===== src/rtl/shift_pkg.sv =====
// Shared types and helpers for the pipelined barrel shifter.
// Holds the op encoding and the level-to-stage split functions.
package shift_pkg;

  typedef enum logic [2:0] {
    OP_ROL  = 3'd0,
    OP_ROR  = 3'd1,
    OP_SLL  = 3'd2,
    OP_SRL  = 3'd3,
    OP_SRA  = 3'd4,
    OP_PASS = 3'd5
  } shift_op_t;

  function automatic logic is_left(shift_op_t op);
    return (op == OP_ROL) || (op == OP_SLL);
  endfunction

  // Codes 101..111 all bypass.
  function automatic logic is_pass(shift_op_t op);
    return 3'(op) >= 3'(OP_PASS);
  endfunction

  // Earlier stages take one extra level until the remainder runs out.
  function automatic int levels_in_stage(int s, int l, int n);
    int base;
    int rem;
    base = l / n;
    rem  = l % n;
    return base + ((s < rem) ? 1 : 0);
  endfunction

  function automatic int first_level(int s, int l, int n);
    int f;
    f = 0;
    for (int i = 0; i < s; i++)
      f += levels_in_stage(i, l, n);
    return f;
  endfunction

endpackage


===== src/rtl/barrel_shift_pipe_if.sv =====
// Stream bundle for barrel_shift_pipe: operand side and result side.
// slave = shifter (in_ready/out_valid/out_data out), master = driver.
interface barrel_shift_pipe_if
  import shift_pkg::*;
#(
  parameter int AMT_WIDTH = 5
);
  localparam int WIDTH = 2 ** AMT_WIDTH;

  logic                 in_valid;
  logic                 in_ready;
  logic [WIDTH-1:0]     in_data;
  logic [AMT_WIDTH-1:0] in_amt;
  shift_op_t            in_op;
  logic                 out_valid;
  logic                 out_ready;
  logic [WIDTH-1:0]     out_data;

  modport master (
    output in_valid, in_data, in_amt, in_op, out_ready,
    input  in_ready, out_valid, out_data
  );

  modport slave (
    input  in_valid, in_data, in_amt, in_op, out_ready,
    output in_ready, out_valid, out_data
  );

endinterface


===== src/rtl/barrel_stage.sv =====
// Combinational slice applying right-move levels LO..HI to d.
// Ports: d, amt[HI:LO], op, sign in; y out.
module barrel_stage
  import shift_pkg::*;
#(
  parameter int WIDTH = 32,
  parameter int LO    = 0,
  parameter int HI    = 0
) (
  input  logic [WIDTH-1:0] d,
  input  logic [HI:LO]     amt,
  input  shift_op_t        op,
  input  logic             sign,
  output logic [WIDTH-1:0] y
);

  logic             rot;
  logic             fill;
  logic [WIDTH-1:0] ones;

  always_comb begin
    rot  = (op == OP_ROL) || (op == OP_ROR);
    fill = (op == OP_SRA) && sign;
    ones = '1;
    y    = d;
    for (int k = LO; k <= HI; k++) begin
      if (amt[k]) begin
        if (rot)
          y = (y >> (2 ** k)) | (y << (WIDTH - 2 ** k));
        else
          y = (y >> (2 ** k))
            | (fill ? ~(ones >> (2 ** k)) : '0);
      end
    end
  end

endmodule


===== src/rtl/barrel_shift_pipe.sv =====
// Pipelined rotate/shift unit, STAGES register stages, valid/ready.
// Ports: clk, reset (sync, high), bus (slave side of the stream bundle).
module barrel_shift_pipe
  import shift_pkg::*;
#(
  parameter int AMT_WIDTH = 5,
  parameter int STAGES    = 2
) (
  input logic                clk,
  input logic                reset,
  barrel_shift_pipe_if.slave bus
);

  localparam int WIDTH = 2 ** AMT_WIDTH;

  typedef struct packed {
    logic [WIDTH-1:0]     data;
    logic [AMT_WIDTH-1:0] amt;
    shift_op_t            op;
    logic                 sign;
  } pipe_t;

  function automatic logic [WIDTH-1:0] rev(
    input logic [WIDTH-1:0] x
  );
    logic [WIDTH-1:0] r;
    for (int i = 0; i < WIDTH; i++)
      r[i] = x[WIDTH-1-i];
    return r;
  endfunction

  pipe_t entry;
  pipe_t src  [STAGES];
  pipe_t nxt  [STAGES];
  pipe_t q    [STAGES];
  logic  srcv [STAGES];
  logic  vld  [STAGES];
  logic  rdy  [STAGES];

  // Left ops are mirrored so the core only moves right;
  // PASS zeroes the amount so no level touches the data.
  always_comb begin
    entry.op   = bus.in_op;
    entry.sign = bus.in_data[WIDTH-1];
    entry.amt  = is_pass(bus.in_op) ? '0 : bus.in_amt;
    entry.data = is_left(bus.in_op) ? rev(bus.in_data)
                                    : bus.in_data;
  end

  always_comb begin
    src[0]  = entry;
    srcv[0] = bus.in_valid;
    for (int s = 1; s < STAGES; s++) begin
      src[s]  = q[s-1];
      srcv[s] = vld[s-1];
    end
  end

  // Stage s can load if out_ready or any slot from s down is empty.
  always_comb begin
    for (int s = 0; s < STAGES; s++) begin
      rdy[s] = bus.out_ready;
      for (int j = s; j < STAGES; j++)
        if (!vld[j]) rdy[s] = 1'b1;
    end
  end

  for (genvar s = 0; s < STAGES; s++) begin : g_st
    localparam int LO = first_level(s, AMT_WIDTH, STAGES);
    localparam int HI =
      LO + levels_in_stage(s, AMT_WIDTH, STAGES) - 1;

    logic [WIDTH-1:0] y;

    barrel_stage #(
      .WIDTH (WIDTH),
      .LO    (LO),
      .HI    (HI)
    ) u_stage (
      .d    (src[s].data),
      .amt  (src[s].amt[HI:LO]),
      .op   (src[s].op),
      .sign (src[s].sign),
      .y    (y)
    );

    assign nxt[s] = '{
      data: y,
      amt:  src[s].amt,
      op:   src[s].op,
      sign: src[s].sign
    };
  end

  always_ff @(posedge clk) begin
    if (reset) begin
      for (int s = 0; s < STAGES; s++) begin
        vld[s] <= 1'b0;
        q[s]   <= '0;
      end
    end else begin
      for (int s = 0; s < STAGES; s++) begin
        if (rdy[s]) begin
          vld[s] <= srcv[s];
          if (srcv[s]) q[s] <= nxt[s];
        end
      end
    end
  end

  assign bus.in_ready  = rdy[0];
  assign bus.out_valid = vld[STAGES-1];
  assign bus.out_data  = is_left(q[STAGES-1].op)
                       ? rev(q[STAGES-1].data)
                       : q[STAGES-1].data;

endmodule


===== src/flat_wrapper.sv =====
// flat-port wrapper written by rule: the top's interface ports become plain ports
module barrel_shift_pipe_flat import shift_pkg::*;
#(
  parameter int AMT_WIDTH = 5,
  parameter int STAGES    = 2
)
  (clk, reset, bus_in_valid, bus_in_data, bus_in_amt, bus_in_op, bus_out_ready, bus_in_ready, bus_out_valid, bus_out_data);
  barrel_shift_pipe_if #(.AMT_WIDTH(AMT_WIDTH)) bus_i ();
  input logic clk;
  input logic reset;
  input wire logic [$bits(bus_i.in_valid)-1:0] bus_in_valid;
  input wire logic [$bits(bus_i.in_data)-1:0] bus_in_data;
  input wire logic [$bits(bus_i.in_amt)-1:0] bus_in_amt;
  input wire logic [$bits(bus_i.in_op)-1:0] bus_in_op;
  input wire logic [$bits(bus_i.out_ready)-1:0] bus_out_ready;
  output wire logic [$bits(bus_i.in_ready)-1:0] bus_in_ready;
  output wire logic [$bits(bus_i.out_valid)-1:0] bus_out_valid;
  output wire logic [$bits(bus_i.out_data)-1:0] bus_out_data;
  assign bus_i.in_valid = bus_in_valid;
  assign bus_i.in_data = bus_in_data;
  assign bus_i.in_amt = bus_in_amt;
  assign bus_i.in_op = bus_in_op;
  assign bus_i.out_ready = bus_out_ready;
  assign bus_in_ready = bus_i.in_ready;
  assign bus_out_valid = bus_i.out_valid;
  assign bus_out_data = bus_i.out_data;
  barrel_shift_pipe #(.AMT_WIDTH(AMT_WIDTH), .STAGES(STAGES)) u_core (.clk(clk), .reset(reset), .bus(bus_i));
endmodule

===== config.mk =====
export PLATFORM = sky130hd
export DESIGN_NAME = barrel_shift_pipe_flat
export DESIGN_NICKNAME = d
export VERILOG_FILES = /design/src/rtl/shift_pkg.sv /design/src/rtl/barrel_shift_pipe_if.sv /design/src/rtl/barrel_stage.sv /design/src/rtl/barrel_shift_pipe.sv /design/src/flat_wrapper.sv
export SDC_FILE = /design/constraint.sdc
export NUM_CORES = 1
export LEC_CHECK = 0
export ABC_AREA = 1
export CAP_MARGIN = 5
export CELL_PAD_IN_SITES_DETAIL_PLACEMENT = 0
export CELL_PAD_IN_SITES_GLOBAL_PLACEMENT = 2
export CORE_UTILIZATION = 39
export DETAILED_ROUTE_END_ITERATION = 12
export DONT_BUFFER_PORTS = 1
export PLACE_DENSITY_LB_ADDON = 0.08
export SYNTH_ARGS = -nofsm -noshare
export SYNTH_HDL_FRONTEND = slang
export SYNTH_HIERARCHICAL = 1
export SYNTH_SLANG_ARGS = --single-unit

===== constraint.sdc =====
create_clock -name clk -period 11.6 [get_ports clk]
set_input_delay 2.32 -clock clk [delete_from_list [all_inputs] [get_ports clk]]
set_output_delay 2.32 -clock clk [all_outputs]
set_load 0.01 [all_outputs]

==> results of run 1 <==
==> power by group <==
part	leakage [nW]	total (W)	internal, W	switching, W
Combinational	2.00	0.000220	0.0000684	0.000151
Clock	0.184	0.000348	0.000253	0.0000950
Sequential	0.800	0.000338	0.000326	0.0000119
Total	2.98	0.000906	0.000648	0.000258
==> worst reg2reg max path, delay by kind of cell (launching register included) <==
kind	cells	cell delay (ps)
flops	1	480
simple gates	5	930
buf+inv	2	330
==> synthesized netlist by cell type (all sizes together) <==
cell type / count
a21oi: 33
buf: 43
clkbuf: 9
clkinv: 1
edfxtp: 74
inv: 134
nand2: 220
nand3: 99
nor2: 144
nor3: 3
o211ai: 1
o21ai: 103
or2: 33
==> metrics by stage <==
stage               cell area (um2)  power [W]  cells
CTS                            6350   0.000917   1057
global route                   6350   0.000965   1057
detailed placement             5970   0.000566   1041
global placement               5970   0.000564   1041
finish                         6350   0.000906   1057
floorplan                      6040   0.000528    897
==> cells by family (layout without fill, tap and decap cells) <==
| kind of cell | count (synthesis) | in the layout | synth area share [%] |
|---|---|---|---|
| flops | 74 | 74 | 36.8 |
| compound gates | 137 | 137 | 13.0 |
| buf+inv | 187 | 159 | 14.6 |
| simple gates | 499 | 499 | 35.6 |
==> layer usage <==
metal,wire length [um],global-route usage [%],share of wire (%),vias up
li1,-,-,-,2771
met1,6480,23.2,48,2209
met2,6470,30.4,48,117
met3,536,2.45,4.0,2
met4,51,5.32,0.38,0
met5,0,0,0,-
==> layout make-up <==
type | instances | area share, %
Sequential cell | 74 | 35.0
Timing Repair Buffer | 8 | 0.945
Tap cell | 188 | 3.70
Inverter | 135 | 7.97
Multi-Input combinational cell | 636 | 46.4
Clock buffer | 11 | 3.66
Clock inverter | 5 | 2.36
==> sequential cells by signal, summed over array words and instances (netlist names) <==
signal	count
u_core/q	72
u_core/vld	2
==> worst min path at each step <==
stage                         startpoint              end  slack (ps)
after floorplan           u_core/q[0][1]  u_core/q[0][42]         570
after global placement    u_core/q[0][1]  u_core/q[0][42]         640
after detailed placement  u_core/q[0][1]  u_core/q[0][42]         650
after CTS                 u_core/q[0][1]  u_core/q[0][42]         660
after global routing      u_core/q[0][1]  u_core/q[0][42]         710
final                     u_core/q[0][1]  u_core/q[0][42]         670
==> run metrics, run 1 <==
worst r2r dst=u_core/q[0][67]; CP Depth=2; Setup violations, final=0; Max transition margin=28.9%; WHS Path Cells=2; Startpoint Class=input port; Die H=126 um; clock buffer depth=2; antenna viol nets, final=0; area taken by flip-flops and latches=between 0.002 and 0.0025 mm2; Final period util=41.7%; vias in the first global route=4586; gpl congestion=0.795; P&R area growth vs syn=5.13%; min cycle time layout=4840 ps; worst setup path start=bus_out_ready; Detailed Place HPWL=10.6 mm; Max Cap Viol=0; largest net degree at the start of global routing=73; CTS clk-pin slew, worst paths=50 ps; unrepaired setup endpoints after global routing=no; crit path max fanout=3; crit path DAT=around 2500 ps; post-CTS setup buffer count=0; outcome=complete, no violations; # hold bufs at CTS=0; buffers added on ports=0; Synth top area share=between 30% and 40%; layout cells sized above 1=10.1%; total core area=0.0151 mm2; final net count=908; area of the multi-input gates=0.00295 mm2; Netlist cell types=26; drt wl/cell=~13 um; CP Buf/Inv Count=1; CP Capture Point=bus_in_ready; CTS Buf Count=9; Clk Latency, worst-skew pair=330 ps; Routed WL=approximately 14 mm; Leak=2.98 nW; Starting Density=39.9%; initial antenna violation count=0; Mean Syn Cell Area=6.74 um2; CTS root buffer=clkbuf_16; Detailed Route Iter0 Violations=318; worst reg-to-reg path cell count=7; site row count=45; drt via density=around 4.8; DRC errors left=0; VDD IR-drop max=approximately 0.054 mV; clock skew=around 6.8 ps; cell taking the most area after synthesis=edfxtp_1; CP required=between 9000 and 10000 ps; total power per unit cell area=143 mW/mm2; Worst Slack Setup Final=6760 ps; sequential-to-total area share from yosys stat=36.8%; Hold Path Class=register to register; hold_ws=674 ps; R2R Setup Slk=9700 ps; Yosys warning count=6; DR vias=a little over 5000; chip width=126 um; post-layout util=42.0%; commonest non-fill, non-tap cells in the layout=213 x nand2_1, 138 x nor2_1, 133 x inv_1; synthesized netlist cell count=897; Largest delay share family, worst path=simple AND/OR/NAND/NOR gates; kind of critical path=input port to output pin; DIE AREA=between 0.015 and 0.02 mm2; PostCTS Resize Cnt=0; Total GRT Usage=17.7%; Least-Margin Pin Slew=1060 ps; max frequency=0.207 GHz; CTS tree=yes; Synth area leaders=edfxtp_1 37%, nand2_1 13%, nor2_1 8.7%; Fillers=about 1600; commonest non-fill, non-tap cell in the layout=nand2_1; clk sinks=74; FF+latch count, synth=74; Crit-path slowest cell=nand3_2; global-route wire length before repair=~23 mm; Worst path max stage delay=140 ps; CTS H-tree depth=3; DRT Pass-1 Iters=5; GRT overflow=0; syn_nets=941; max-slew violations=0; IO Pins=78; Place WS=6740 ps; crit-path cells=inv_1 -> nand3_2; post-synthesis cell area=0.00604 mm2; RR Startpoint=u_core/q[0][3]; Inserted Diodes=0; setup TNS=0 ps; CP Capture Type=output pin; Final Hold Fails=0
Power figures use the tool's default switching activity.
==> run 2, diff against run 1 <==
--- a/config.mk
+++ b/config.mk
@@ -9,7 +9,7 @@
 export CAP_MARGIN = 5
 export CELL_PAD_IN_SITES_DETAIL_PLACEMENT = 0
 export CELL_PAD_IN_SITES_GLOBAL_PLACEMENT = 2
-export CORE_UTILIZATION = 39
+export CORE_UTILIZATION = 32
 export DETAILED_ROUTE_END_ITERATION = 12
 export DONT_BUFFER_PORTS = 1
 export PLACE_DENSITY_LB_ADDON = 0.08
==> constraint.sdc (replaced) <==
create_clock -name clk -period 4.3 [get_ports clk]
set_input_delay 0.86 -clock clk [delete_from_list [all_inputs] [get_ports clk]]
set_output_delay 0.86 -clock clk [all_outputs]
set_load 0.01 [all_outputs]
==> run 2 against run 1 <==
Effect of this change: routed wire length increased by 13%; critical path depth unchanged; power increased by 140%; cell area decreased by 0.26%; via count increased by 2.7%.
==> run metrics, run 2 (synthesis results as in run 1) <==
unrepaired setup endpoints after global routing=no; Largest register FFs=72 (unchanged); Total GRT Usage=16.6% (-1.2 points); switching pwr=0.000742 W (+190%); CP Capture Type=output pin; design area=0.00634 mm2 (-0.26%); post-CTS setup buffer count=0 (unchanged); setup TNS=0 ps (unchanged); drt via density=4.74 (-1.7%); total core area=0.0182 mm2 (+20%); commonest non-fill, non-tap cells in the layout=213 x nand2_1, 138 x nor2_1, 133 x inv_1; total power per unit cell area=347 mW/mm2 (+140%); clock buffer depth=2 (unchanged); Placed Area=0.00607 mm2 (+1.6%); CP required=3440 ps (-5840 ps); initial antenna violation count=0 (unchanged); CTS tree=yes; area taken by flip-flops and latches=0.00222 mm2 (unchanged); Startpoint Class=register; antenna viol nets, final=0 (unchanged); DR vias=5236 (+2.7%); Detailed Route Iter0 Violations=268 (-16%); vias in the first global route=5102 (+11%); Top Registers=u_core/q (72), u_core/vld (2); Least-Margin Pin Slew=1050 ps (-18.0 ps); drt wl/cell=13.8 um (+7.8%); outcome=complete, no violations; max-slew violations=0 (unchanged); Detailed Place HPWL=12.2 mm (+15%); commonest non-fill, non-tap cell in the layout=nand2_1; Place WS=1160 ps (-5580 ps); crit path DAT=2010 ps (-510 ps); global-route wire length before repair=25.5 mm (+12%); chip width=139 um (+10%); gpl congestion=0.840 (+5.7%); Setup violations, final=0 (unchanged); clock skew=10.8 ps (+3.95 ps); CTS Buf Count=9 (unchanged); Sw Share=33.7% (+5.2 points); Leak=2.95 nW (-0.93%); min cycle time layout=2870 ps; final net count=914 (+0.66%); # hold bufs at CTS=0 (unchanged); CTS root buffer=clkbuf_16; Routed WL=15.2 mm (+13%); IO Pins=78 (unchanged); crit path max fanout=64 (+61); Worst Slack Setup Final=1430 ps (-5340 ps); Final period util=66.9%; buffers added on ports=0 (unchanged); Final Hold Fails=0 (unchanged); total power=0.00220 W (+140%); PostCTS Resize Cnt=0 (unchanged); clock power share=30.7% (-7.8 points); VDD IR-drop max=0.155 mV (+190%); DRT Pass-1 Iters=4 (-1); clk sinks=74 (unchanged); CTS H-tree depth=3 (unchanged); Fillers=2002 (+22%); area of the multi-input gates=0.00295 mm2 (unchanged); Max transition margin=30.1% (+1.2 points); Die H=139 um (+10%); Starting Density=33.2% (-6.7 points); kind of critical path=register to output pin; DIE AREA=0.0194 mm2 (+22%); Clk Latency, worst-skew pair=340 ps (about the same); CTS clk-pin slew, worst paths=60 ps (about the same); layout cells sized above 1=10.7% (+0.62 points); R2R Setup Slk=2000 ps (-7700 ps); Hold Path Class=register to register; GRT overflow=0 (unchanged); Int Pwr=0.00146 W (+130%); Reg with most FFs=u_core/q; DRC errors left=0 (unchanged); sequential power share=41.7% (+4.4 points); largest net degree at the start of global routing=65 (-11%); P&R area growth vs syn=4.86%; site row count=49 (+8.9%); Max Cap Viol=0 (unchanged); Inserted Diodes=0 (unchanged); logic gate share of total power=27.6% (+3.3 points); max frequency=0.348 GHz
## run 2: power by group through the flow
stage	registers [W]	clock network [W]	logic [W]
finish	0.000918	0.000675	0.000607
global route	0.000927	0.000730	0.000701
CTS	0.000919	0.000694	0.000619
detailed placement	0.000934	0	0.000616
global placement	0.000933	0	0.000617
floorplan	0.000915	0	0.000509
## run 2: through the flow
stage                     instances  util, %  hold WS [ps]
after floorplan                 897        -           567
after global placement         1088     33.3           625
after detailed placement       1088     33.3           617
after CTS                      1104     34.8           634
after global routing           1104     34.8           662
final                          1104     34.8           628
## run 2: cell type report
type                       count  share of cell area, %
clock buffer                  10                   3.61
clock inverter                 6                  0.651
sequential                    74                   35.1
tap                          229                   4.52
timing repair buffer          14                   1.66
inverter                     135                   7.99
multi-input combinational    636                   46.5
## run 2: final timing paths
check	depth (start not counted)	start	endpoint
max	2	u_core/q[0][44]	bus_out_data[30]
min	2	u_core/q[0][1]	u_core/q[0][42]
max reg2reg	9	u_core/q[0][7]	u_core/q[0][75]
min reg2reg	2	u_core/q[0][1]	u_core/q[0][42]
## run 2: critical path, stage by stage (launching register included)
cell      delay [ps]
edfxtp_1         410
nor2_4           820
o21ai_0          430
## run 2: metal layers
layer	GRT usage [%]	vias up	part of all wire, %
met2	29.3	103	48
li1	-	2786	-
met5	0	-	0
met1	20.7	2333	47
met3	2.72	14	3.4
met4	4.80	0	1.5
